$ cat config.mk
export PLATFORM = sky130hd
export DESIGN_NAME = clk_gen_multi
export DESIGN_NICKNAME = d
export VERILOG_FILES = /design/src/rtl/clk_gen_pkg.sv /design/src/rtl/clk_gen_multi_channel.sv /design/src/rtl/clk_gen_multi.sv
export SDC_FILE = /design/constraint.sdc
export NUM_CORES = 1
export LEC_CHECK = 0
export BUFFER_PORTS_ARGS = -buffer_cell sky130_fd_sc_hd__buf_2
export CAP_MARGIN = 30
export CORE_ASPECT_RATIO = 1.5
export CORE_MARGIN = 2
export CORE_UTILIZATION = 61
export DETAILED_ROUTE_END_ITERATION = 10
export MAX_ROUTING_LAYER = met4
export PLACE_DENSITY_LB_ADDON = 0.05
export SLEW_MARGIN = 0
export SYNTH_ARGS = -nofsm -noshare
export SYNTH_HDL_FRONTEND = slang
export SYNTH_SLANG_ARGS = --single-unit
$ cat constraint.sdc
create_clock -name clk -period 10.94 [get_ports clk]
set_input_delay 0.547 -clock clk [delete_from_list [all_inputs] [get_ports clk]]
set_output_delay 0.547 -clock clk [all_outputs]
set_load 0.02 [all_outputs]
$ cat src/rtl/clk_gen_pkg.sv
// Shared constants and helpers for the multi-channel clock/tick generator.
package clk_gen_pkg;

    // System clock frequency the divider values are expressed against.
    localparam int unsigned CLK_FREQ     = 50_000_000;

    // Power-up period and high time: 1 kHz square wave at 50 MHz.
    localparam int unsigned CLK_DEF_DIV  = 50_000;
    localparam int unsigned CLK_DEF_HIGH = 25_000;

    // What a channel does on a given cycle, in priority order.
    typedef enum logic [1:0] {
        CH_SYNC  = 2'd0,  // common phase-alignment restart
        CH_IDLE  = 2'd1,  // disabled or period of zero: parked at count 0
        CH_WRAP  = 2'd2,  // last count of the period: start a new one
        CH_COUNT = 2'd3   // mid-period increment
    } ch_action_e;

    // Period in clk cycles for a requested output frequency in Hz.
    // A request of 0 Hz returns 0, which parks the channel.
    function automatic int unsigned freq_to_div(input int unsigned freq);
        if (freq == 0) begin
            return 0;
        end
        return CLK_FREQ / freq;
    endfunction

endpackage

$ cat src/rtl/clk_gen_multi_channel.sv
// One divider channel: shadow/active period and high time, the period
// counter, and registered clk_out / tick / upd_pending outputs.
// Shadow values only move into the active set at a period boundary
// (wrap), on sync, or while the channel is parked, so the output never
// changes width inside a running period.
module clk_gen_channel
    import clk_gen_pkg::*;
#(
    parameter int unsigned W        = 32,
    parameter int unsigned DEF_DIV  = CLK_DEF_DIV,
    parameter int unsigned DEF_HIGH = CLK_DEF_HIGH
) (
    input  logic         clk,
    input  logic         rst,
    input  logic         en_i,
    input  logic         sync_i,
    input  logic         wr_i,
    input  logic [W-1:0] wr_div_i,
    input  logic [W-1:0] wr_high_i,
    output logic         clk_out_o,
    output logic         tick_o,
    output logic         upd_pending_o
);

    localparam logic [W-1:0] RST_DIV  = W'(DEF_DIV);
    localparam logic [W-1:0] RST_HIGH = W'(DEF_HIGH);
    localparam logic [W-1:0] ONE      = W'(1);

    logic [W-1:0] shadow_div_q,  shadow_div_d;
    logic [W-1:0] shadow_high_q, shadow_high_d;
    logic [W-1:0] active_div_q,  active_div_d;
    logic [W-1:0] active_high_q, active_high_d;
    logic [W-1:0] cnt_q,         cnt_d;
    logic         clk_out_q,     clk_out_d;
    logic         tick_q,        tick_d;
    logic         pend_q,        pend_d;

    ch_action_e   action;

    // Pick this cycle's action: sync beats disable/park, which beats wrap.
    always_comb begin
        action = CH_COUNT;
        if (sync_i) begin
            action = CH_SYNC;
        end else if (!en_i || (active_div_q == '0)) begin
            action = CH_IDLE;
        end else if (cnt_q == (active_div_q - ONE)) begin
            action = CH_WRAP;
        end
    end

    // Next-state for shadows, active set, counter and outputs.
    // On every path that reloads the active set, the reload takes the
    // shadow as it was before this cycle's write; a same-cycle write stays
    // pending for the next boundary.
    always_comb begin
        shadow_div_d  = shadow_div_q;
        shadow_high_d = shadow_high_q;
        active_div_d  = active_div_q;
        active_high_d = active_high_q;
        cnt_d         = cnt_q;
        clk_out_d     = 1'b0;
        tick_d        = 1'b0;
        pend_d        = pend_q;

        if (wr_i) begin
            shadow_div_d  = wr_div_i;
            shadow_high_d = wr_high_i;
        end

        unique case (action)
            CH_SYNC: begin
                active_div_d  = shadow_div_q;
                active_high_d = shadow_high_q;
                cnt_d         = '0;
                pend_d        = wr_i;
                tick_d        = en_i;
                clk_out_d     = en_i && (shadow_high_q != '0);
            end
            CH_IDLE: begin
                active_div_d  = shadow_div_q;
                active_high_d = shadow_high_q;
                cnt_d         = '0;
                pend_d        = wr_i;
            end
            CH_WRAP: begin
                active_div_d  = shadow_div_q;
                active_high_d = shadow_high_q;
                cnt_d         = '0;
                pend_d        = wr_i;
                tick_d        = 1'b1;
                clk_out_d     = (shadow_high_q != '0);
            end
            default: begin
                cnt_d         = cnt_q + ONE;
                pend_d        = pend_q | wr_i;
                clk_out_d     = (cnt_d < active_high_q);
            end
        endcase
    end

    // Channel state and registered outputs.
    always_ff @(posedge clk or posedge rst) begin
        if (rst) begin
            shadow_div_q  <= RST_DIV;
            shadow_high_q <= RST_HIGH;
            active_div_q  <= RST_DIV;
            active_high_q <= RST_HIGH;
            cnt_q         <= '0;
            clk_out_q     <= 1'b0;
            tick_q        <= 1'b0;
            pend_q        <= 1'b0;
        end else begin
            shadow_div_q  <= shadow_div_d;
            shadow_high_q <= shadow_high_d;
            active_div_q  <= active_div_d;
            active_high_q <= active_high_d;
            cnt_q         <= cnt_d;
            clk_out_q     <= clk_out_d;
            tick_q        <= tick_d;
            pend_q        <= pend_d;
        end
    end

    assign clk_out_o     = clk_out_q;
    assign tick_o        = tick_q;
    assign upd_pending_o = pend_q;

endmodule

$ cat src/rtl/clk_gen_multi.sv
// N-channel programmable clock/tick generator. Decodes the shared write
// port to a single channel and fans the common sync out to all channels.
module clk_gen_multi
    import clk_gen_pkg::*;
#(
    parameter int unsigned N        = 2,
    parameter int unsigned W        = 32,
    parameter int unsigned DEF_DIV  = CLK_DEF_DIV,
    parameter int unsigned DEF_HIGH = CLK_DEF_HIGH,
    localparam int unsigned CW      = (N > 1) ? $clog2(N) : 1
) (
    input  logic          clk,
    input  logic          rst,
    input  logic [N-1:0]  en_i,
    input  logic          sync_i,
    input  logic          wr_en_i,
    input  logic [CW-1:0] wr_ch_i,
    input  logic [W-1:0]  wr_div_i,
    input  logic [W-1:0]  wr_high_i,
    output logic [N-1:0]  clk_out_o,
    output logic [N-1:0]  tick_o,
    output logic [N-1:0]  upd_pending_o
);

    logic [N-1:0] wr_sel;

    // One-hot write select; channel numbers with no instance match nothing.
    always_comb begin
        wr_sel = '0;
        for (int i = 0; i < int'(N); i++) begin
            wr_sel[i] = wr_en_i && (wr_ch_i == CW'(i));
        end
    end

    for (genvar g = 0; g < int'(N); g++) begin : g_ch
        clk_gen_channel #(
            .W        (W),
            .DEF_DIV  (DEF_DIV),
            .DEF_HIGH (DEF_HIGH)
        ) u_ch (
            .clk           (clk),
            .rst           (rst),
            .en_i          (en_i[g]),
            .sync_i        (sync_i),
            .wr_i          (wr_sel[g]),
            .wr_div_i      (wr_div_i),
            .wr_high_i     (wr_high_i),
            .clk_out_o     (clk_out_o[g]),
            .tick_o        (tick_o[g]),
            .upd_pending_o (upd_pending_o[g])
        );
    end

endmodule

# Word level (Yosys, flattened, before mapping)
# Cells that the tools add are included.
# op_classes
n_addsub	4
order_cmp	2
n_eq_ne	6
muxes	14
bitwise	3
reduce_logical	16
# op_table
cell	n
32-bit by 1-bit adder with 32-bit output, second input constant	2
32-bit == test	2
32-bit zero test	2
32-bit less-than comparator	2
32-bit two-way mux	2
32-bit nonzero test	2
32-bit by 1-bit subtractor with 32-bit output, second input constant	2
2-bit two-way mux	4
1-bit one-hot mux with 3 select lines	2
3-bit OR reduction	2
2-bit by 1-bit == test with 1-bit output, second input constant	2
2-bit == test, second input constant	2
1-bit logical AND	4
2-bit zero test	2
1-bit two-way mux	4
1-bit one-hot mux with 2 select lines	2
1-bit zero test	2
1-bit logical OR	2
1-bit OR	2
1-bit inverter	1
# word_totals
reg_bits	326
input_bits	71
output_inout_bits	6
word_cells	61

# Logic depth before layout (Yosys ltp)
# Gate-level depths: netlist of the first run.
# logic_depth
ltp_word	8
depth_mapped	18
mapped_depth_nobuf	16

# By module
# Synthesis of the first run repeated with hierarchy kept, for this count alone.
# unflattened
cells_unflattened	1476
hier_area_um2	17329.1
# modules_own_cells
module	n_inst	cells_per_inst	area_per_inst_um2	seq_area_each_um2
clk_gen_channel at g_ch[0].u_ch	1	718	8719.6	4108.9
clk_gen_channel at g_ch[1].u_ch	1	756	8593.2	4108.9
clk_gen_multi	1	2	16.3	0.0

# Worst setup path after synthesis of the first run
# OpenSTA, ideal clock, no wires.
# synth_timing
path_kind	register -> register
from	register g_ch[1].u_ch.active_div_q[0]
to	register g_ch[1].u_ch.active_div_q[10]
setup_time_ps	125
arrival_time_ps	3752
required_time_ps	10815
path_slack_ps	7062
stages_incl_launch_ff	14
path_buffers	3
period_less_slack_ps	3878
cell_sequence	dfrtp_1 inv_1 ha_1 or3b_2 clkbuf_1 or4_1 nor3_1 o22ai_1 or4_1 or4_1 o31a_1 buf_6 buf_6 mux2_4
# synth_via
elab_chain_len	7
word_cells_on_any_way	11
cone_classes	1 x add/sub; 3 x eq/ne; 3 x mux; 4 x reduce/logical
# synth_lines
item	line	rtl
start, declared	clk_gen_multi_channel.sv:31	logic [W-1:0] active_div_q, active_div_d;
start signal, assigned	clk_gen_multi_channel.sv:116	active_div_q <= active_div_d;
32-bit by 1-bit subtractor with 32-bit output	clk_gen_multi_channel.sv:47	end else if (cnt_q == (active_div_q - ONE)) begin
32-bit == test	clk_gen_multi_channel.sv:47	
1-bit two-way mux	clk_gen_multi_channel.sv:47	
2-bit two-way mux *	clk_gen_multi_channel.sv:45	end else if (!en_i || (active_div_q == '0)) begin
2-bit two-way mux *	clk_gen_multi_channel.sv:43	if (sync_i) begin
2-bit by 1-bit == test with 1-bit output (tied with other cells)	clk_gen_multi_channel.sv:71	unique case (action)
3-bit OR reduction (no source line) *	n/a	
# Mark *: on every way between the ends. The rest lies on a longest branch, timed or not.
# A chain may end at the register's enable or synchronous reset.

# Final worst setup path of the first run
# layout_timing
from	register g_ch[1].u_ch.active_div_q[3]
to	register g_ch[1].u_ch.active_high_q[2]
# layout_via
elab_chain_len	7
word_cells_on_any_way	11
cone_classes	1 x add/sub; 3 x eq/ne; 3 x mux; 4 x reduce/logical
# layout_lines
item	line	rtl
32-bit by 1-bit subtractor with 32-bit output	clk_gen_multi_channel.sv:47	
32-bit == test	clk_gen_multi_channel.sv:47	
1-bit two-way mux	clk_gen_multi_channel.sv:47	
2-bit two-way mux *	clk_gen_multi_channel.sv:45	
2-bit two-way mux *	clk_gen_multi_channel.sv:43	
2-bit by 1-bit == test with 1-bit output (tied with other cells)	clk_gen_multi_channel.sv:71	
3-bit OR reduction (no source line) *	n/a	
end signal, assigned	clk_gen_multi_channel.sv:117	active_high_q <= active_high_d;
end, declared	clk_gen_multi_channel.sv:32	logic [W-1:0] active_high_q, active_high_d;
# Marked as above.

==> results of run 1 <==
worst max-delay path, stage by stage (launching register included):
cell and delay, ps:
dfrtp_1 430, or4_1 750, nor4_4 570, nand4_1 170, mux2_1 330, or4_1 490, or4_1 460, o31a_2 500
buf_12 230, buf_4 350, mux2_4 380
metrics by stage:
| step | setup WS [ps] | utilization |
|---|---|---|
| global placement | 5975 | 0.6446 |
| floorplan | 1446 | - |
| detailed placement | 6126 | 0.6453 |
| global route | 5912 | 0.6847 |
| CTS | 6108 | 0.6831 |
| finish | 6117 | 0.6847 |
sequential cells by signal (all words and copies together), names as in the netlist:
register	flops
g_ch.u_ch.active_div_q	64
g_ch.u_ch.active_high_q	64
g_ch.u_ch.cnt_q	64
g_ch.u_ch.shadow_div_q	64
g_ch.u_ch.shadow_high_q	64
g_ch.u_ch.clk_out_o	2
g_ch.u_ch.tick_o	2
g_ch.u_ch.upd_pending_o	2
timing repair:
| action | 4_1_cts | 5_1_grt |
|---|---|---|
| hold buffers | 0 | 1 |
| hold endpoints to repair | 0 | 4 |
| gates resized for setup | 0 | 0 |
layout make-up:
class	count	area (sq um)	area share
clock inverters	16	183.9	0.009868
multi-input cells	973	8140	0.4368
inverters	79	304.0	0.01631
well taps	342	427.9	0.02296
repair buffers	89	513.0	0.02752
flip-flops and latches	326	8218	0.4409
clock buffers	39	845.8	0.04538
diodes	2	5.005	0.0002685
cell usage in the layout (no fill, tap or decap), types with 5 or more instances in the layout:
master | synthesis | routed
and4_1 | 8 | 8
nor4_1 | 30 | 30
mux2_4 | 39 | 39
a211oi_1 | 6 | 6
a21oi_1 | 22 | 22
dfstp_2 | 48 | 48
or2_2 | 6 | 6
a21o_1 | 12 | 12
ha_1 | 66 | 66
nand3_1 | 33 | 33
o21ai_0 | 24 | 24
buf_4 | 6 | 10
clkbuf_16 | 0 | 31
mux2_2 | 217 | 217
buf_2 | 3 | 76
or3_1 | 5 | 5
nand4_1 | 29 | 29
or4_1 | 11 | 11
dfrtp_1 | 278 | 278
clkinv_2 | 0 | 11
inv_1 | 79 | 78
xor2_1 | 79 | 79
a31oi_1 | 9 | 8
nand2_1 | 40 | 39
o31ai_1 | 6 | 6
nand2b_1 | 10 | 9
nor2b_1 | 9 | 9
and2_1 | 69 | 69
and3_1 | 14 | 14
nor2_1 | 57 | 57
nor4b_1 | 5 | 5
nand3b_1 | 5 | 5
xnor2_1 | 66 | 66
nor3_1 | 43 | 43
metal layers:
metal	wire, um	vias to the layer above
met2	19630	177
met3	1203	80
met1	16550	5472
met4	1207	0
met5	0	-
li1	-	5204
cell families (layout without fill, tap and decap cells):
kind of cell	after synthesis	in the layout	share of synthesized area
other cells	0	2	0
xor+xnor	145	145	0.07518
fa+ha+maj	66	66	0.04889
mux	259	259	0.1812
simple gates	385	385	0.1276
flops	326	326	0.4865
buf+inv	132	223	0.03311
compound gates	118	118	0.04756
where the power goes:
part	internal, mW	total, mW	leakage [nW]	switching, mW
logic	0.251	0.476	4.05	0.225
clock network	0.638	1.09	0.519	0.453
registers	1.39	1.54	3.91	0.151
synthesized netlist by cell type, types with 5 or more instances:
master,n
xor2_1,79
a21o_1,12
nand3b_1,5
dfstp_2,48
nand3_1,33
dfrtp_1,278
xnor2_1,66
nor4_1,30
buf_4,6
nor4b_1,5
nand2b_1,10
o21ai_0,24
and3_1,14
mux2_4,39
nand2_1,40
or3_1,5
a31oi_1,9
a21oi_1,22
and4_1,8
or4_1,11
a211oi_1,6
ha_1,66
nor3_1,43
nor2_1,57
nor2b_1,9
o31ai_1,6
and2_1,69
nand4_1,29
mux2_2,217
or2_2,6
inv_1,79
clkbuf_1,39
buf_6,5
path summary, 6_finish.rpt:
check	slack (ps)	depth (start not counted)	to
max in group asynchronous	8140	6	g_ch[0].u_ch.active_high_q[27]$_DFFE_PP0N_
min in group asynchronous	420	3	g_ch[1].u_ch.cnt_q[7]$_DFF_PP0_
worst max-delay path	6120	10	g_ch[1].u_ch.active_high_q[2]$_DFFE_PP0N_
worst max register to register	6120	10	g_ch[1].u_ch.active_high_q[2]$_DFFE_PP0N_
worst min register to register	480	1	g_ch[0].u_ch.upd_pending_o$_DFF_PP0_
worst min-delay path	230	2	g_ch[1].u_ch.shadow_div_q[0]$_DFFE_PP0P_
==> impl_metrics.toml, run 1 <==
[place]
hpwl_um = 28670
place.gp.congestion = 0.9382
port_buffers = 76
dpl.cell_count = 1807
placed_area_sq_um = 17570

[final_layout]
nNetsFinal = 1636
syn2layout_area_growth_pct = 10.34
layout.cells.non_filler = 1866
final_area_sq_um = 18640
drive_gt1_frac = 0.3016
fillers = 2061

[clock_tree]
root_buffer = "clkbuf_16"
clock_path_buffers = 3
clk_pin_slew_ps = 70
htreeDepth = 1
cts_tree = "built"
cts_setup_buffers = 0
numCtsBuffers = 30
clock_latency_ps = 570
cts_sinks = 326

[floorplanning]
pin_count = 77
num_rows = 74
chipWidth_um = 139.9
die_h_um = 207.8
dieArea_sq_um = 29070
core_area_sq_um = 27220
initial_core_util = 0.6205

[synthesis]
ys_warn_count = 0
syn-num-nets = 1568
synth_top_cell_by_area = "dfrtp_1"
netlist-cell-type-count = 65
ys_async_sr_fraction = 1.000
yosysSeqAreaShare = 0.4865
synth_cells = 1431
ys_ff_latch = 326
synth_area_leaders = "dfrtp_1, mux2_2, dfstp_2"
syn_avg_cell_area_sq_um = 11.80
synth_top_flop_cell = "dfrtp_1"
syn_area_sq_um = 16890
netlist.area_leader.share = 0.4119
synth_edf_count = 0

[drt]
drtAntennaViolNets = 0
drtIter0Drc = 533
wl_per_cell_um = 20.68
dr_total_vias = 10933
dr.pass1.iters = 6
vias_per_cell = 5.859
drt_wl_total_um = 38590
drc = 0

[power_and_ir_drop]
power_density_nw_per_um2 = 166.5
total_power_mw = 3.104
vdd_drop_max_mv = 0.1631
leakage_nw = 8.487

[critical_path]
r2r-start = "g_ch[1].u_ch.active_div_q[3]$_DFFE_PP0N_"
cp-startpoint = "g_ch[1].u_ch.active_div_q[3]$_DFFE_PP0N_"
endpoint_kind = "flop"
critical_path_class = "flop to flop"
worstPathMaxFanout = 51
worstPathRequired_ps = 11380
crit_arrival_ps = 5260
start_kind = "flop"

[sta]
fin_crit_ps = 4823
max_freq_mhz = 207.3
slew_violations = 0
hold_viol_final = 0
fin_crit_sh = 0.4409
tns_ps = 0
fin_hold_ws_ps = 228.5
rsz0062_at_grt = "no"
fin_skew_ps = 14.49
finalSetupViolCount = 0
slew_headroom = 0.3795
worstMarginPinSlew_ps = 930.8

[global_routing]
top_usage_layer = "met2"
use_met3 = 0.02976
grt_use_met1 = 0.3497
grt_pass1_wl_um = 61580
met2_usage = 0.4722
grt_max_degree = 131
grt-ovfl-total = 0
antenna_found_initial = 2
grt_usage = 0.2773
grt_pass1_vias = 11292

[run]
maxCapViolations = 0

[status]
status = "finished clean"

[min_path]
min_path_type = "input pin to flop"
hp-start = "wr_div_i[0]"
No activity file was read; power rests on OpenSTA's default activity.
==> inputs of run 2 (changes only) <==
--- a/config.mk
+++ b/config.mk
@@ -9,7 +9,7 @@
 export CAP_MARGIN = 30
 export CORE_ASPECT_RATIO = 1.5
 export CORE_MARGIN = 2
-export CORE_UTILIZATION = 61
+export CORE_UTILIZATION = 56
 export DETAILED_ROUTE_END_ITERATION = 10
 export MAX_ROUTING_LAYER = met4
 export PLACE_DENSITY_LB_ADDON = 0.05
==> constraint.sdc (replaced) <==
create_clock -name clk -period 4.2 [get_ports clk]
set_input_delay 0.21 -clock clk [delete_from_list [all_inputs] [get_ports clk]]
set_output_delay 0.21 -clock clk [all_outputs]
set_load 0.02 [all_outputs]
==> impl_metrics.toml, run 2 (synthesis results as in run 1) <==
[status]
status = "finished clean"

[final_layout]
layout_commonest_cell = "dfrtp_1"
final_area_sq_um = 19600
fin_util = 0.6627
layout.cells.non_filler = 2014
most-common-layout-cells = "dfrtp_1, mux2_2, xor2_1"
drive_gt1_frac = 0.3041
nNetsFinal = 1731
syn2layout_area_growth_pct = 16.04

[place]
dpl.cell_count = 1889
port_buffers = 76
placed_area_sq_um = 17900
hpwl_um = 29900
pre_cts_slack_ps = 128.5
place.gp.congestion = 0.8782

[drt]
dr_total_vias = 11417
drc = 0
vias_per_cell = 5.669
drt_wl_total_um = 40710
wl_per_cell_um = 20.21
drtAntennaViolNets = 0
drtIter0Drc = 393
dr.pass1.iters = 7

[critical_path]
endpoint_kind = "flop"
cp-startpoint = "g_ch[1].u_ch.active_div_q[4]$_DFFE_PP1N_"
crit_arrival_ps = 4540
reg2reg_to = "g_ch[1].u_ch.active_div_q[11]$_DFFE_PP0N_"
r2r_cells = 9
crit_end = "g_ch[1].u_ch.active_div_q[11]$_DFFE_PP0N_"
r2r-start = "g_ch[1].u_ch.active_div_q[4]$_DFFE_PP1N_"
worstPathMaxFanout = 50
r2r_slack_ps = 110
start_kind = "flop"
critical_path_class = "flop to flop"
worstPathRequired_ps = 4650

[global_routing]
grt_pass1_vias = 11851
grt_max_degree = 90
grt-ovfl-total = 0
grt_usage = 0.2694
grt_pass1_wl_um = 64540
antenna_found_initial = 0

[sta]
slew_headroom = 0.3702
fin_ws_ps = 111.9
finalSetupViolCount = 0
fin_skew_ps = 11.67
fin_hold_ws_ps = 77.91
worstMarginPinSlew_ps = 944.6
max_freq_mhz = 244.6
tns_ps = 0
hold_viol_final = 0
fin_crit_ps = 4088
fin_crit_sh = 0.9734
slew_violations = 0

[floorplanning]
chipWidth_um = 145.8
pin_count = 77
dieArea_sq_um = 31600
num_rows = 77
initial_core_util = 0.5711
core_area_sq_um = 29580
die_h_um = 216.7

[min_path]
min_path_type = "input pin to flop"

[power_and_ir_drop]
vdd_drop_max_mv = 0.3850
leakage_nw = 8.893
total_power_mw = 8.110
power_density_nw_per_um2 = 413.8

[clock_tree]
clock_path_buffers = 3
cts_sinks = 326
root_buffer = "clkbuf_16"
numCtsBuffers = 31
clk_pin_slew_ps = 60
htreeDepth = 1
cts_tree = "built"
clock_latency_ps = 570
cts_setup_buffers = 0

[run]
maxCapViolations = 0
## run 2: cell count changes in the layout (fill, tap and decap cells not counted), sizes merged
cell,previous run,this run
bufinv,4,2
clkinv,12,13
buf,88,115
clkdlybuf4s15,0,1
diode,2,1
clkinvlp,0,3
dlygate4sd3,1,67
## run 2: area by class of cell
class | instances | area [sq um]
antenna | 1 | 2.502
clock buffer | 39 | 855.8
clock inverter | 18 | 160.2
fill | 2315 | 9977
inverter | 79 | 300.3
multi-input combinational | 973 | 8152
sequential | 326 | 8218
tap | 395 | 494.2
timing repair buffer | 183 | 1418
## run 2: layer usage
| metal | part of all wire | GRT usage | routed length (um) |
|---|---|---|---|
| met4 | 0.038 | 0.09804 | 1564 |
| met3 | 0.027 | 0.02737 | 1100 |
| met2 | 0.51 | 0.4700 | 20840 |
| met1 | 0.42 | 0.3252 | 17200 |
| met5 | 0 | - | 0 |
## run 2: worst max-delay path, stage by stage, from the launching register on
cell,delay (ps)
dfstp_2,390
or4_1,690
nor4_4,460
nand4_1,150
mux2_1,320
or4_1,490
or4_1,460
o31a_2,400
buf_12,210
mux2_4,340
## run 2: repair_timing
| action | 4_1_cts | 5_1_grt |
|---|---|---|
| hold buffers | 67 | 0 |
| gates resized for setup | 0 | 3 |
| endpoints found under the setup margin | 0 | 64 |
| endpoints found under the hold margin | 157 | 0 |
## run 2: worst min path at each step
stage	startpoint	end	slack (ps)	cells past startpoint
2_1_floorplan	sync_i	g_ch[1].u_ch.tick_o$_DFF_PP0_	350	2
3_3_place_gp	rst	g_ch[1].u_ch.cnt_q[9]$_DFF_PP0_	440	2
3_5_place_dp	rst	g_ch[1].u_ch.cnt_q[9]$_DFF_PP0_	430	2
4_1_cts	en_i[0]	g_ch[0].u_ch.tick_o$_DFF_PP0_	20	2
5_1_grt	en_i[0]	g_ch[0].u_ch.tick_o$_DFF_PP0_	30	2
6_report	en_i[0]	g_ch[0].u_ch.tick_o$_DFF_PP0_	80	2
## run 2: where the power goes
part | leakage [nW] | switching, mW | internal, mW | total, mW
combinational | 4.47 | 0.620 | 0.723 | 1.34
clock | 0.506 | 1.21 | 1.57 | 2.78
sequential | 3.91 | 0.376 | 3.61 | 3.99
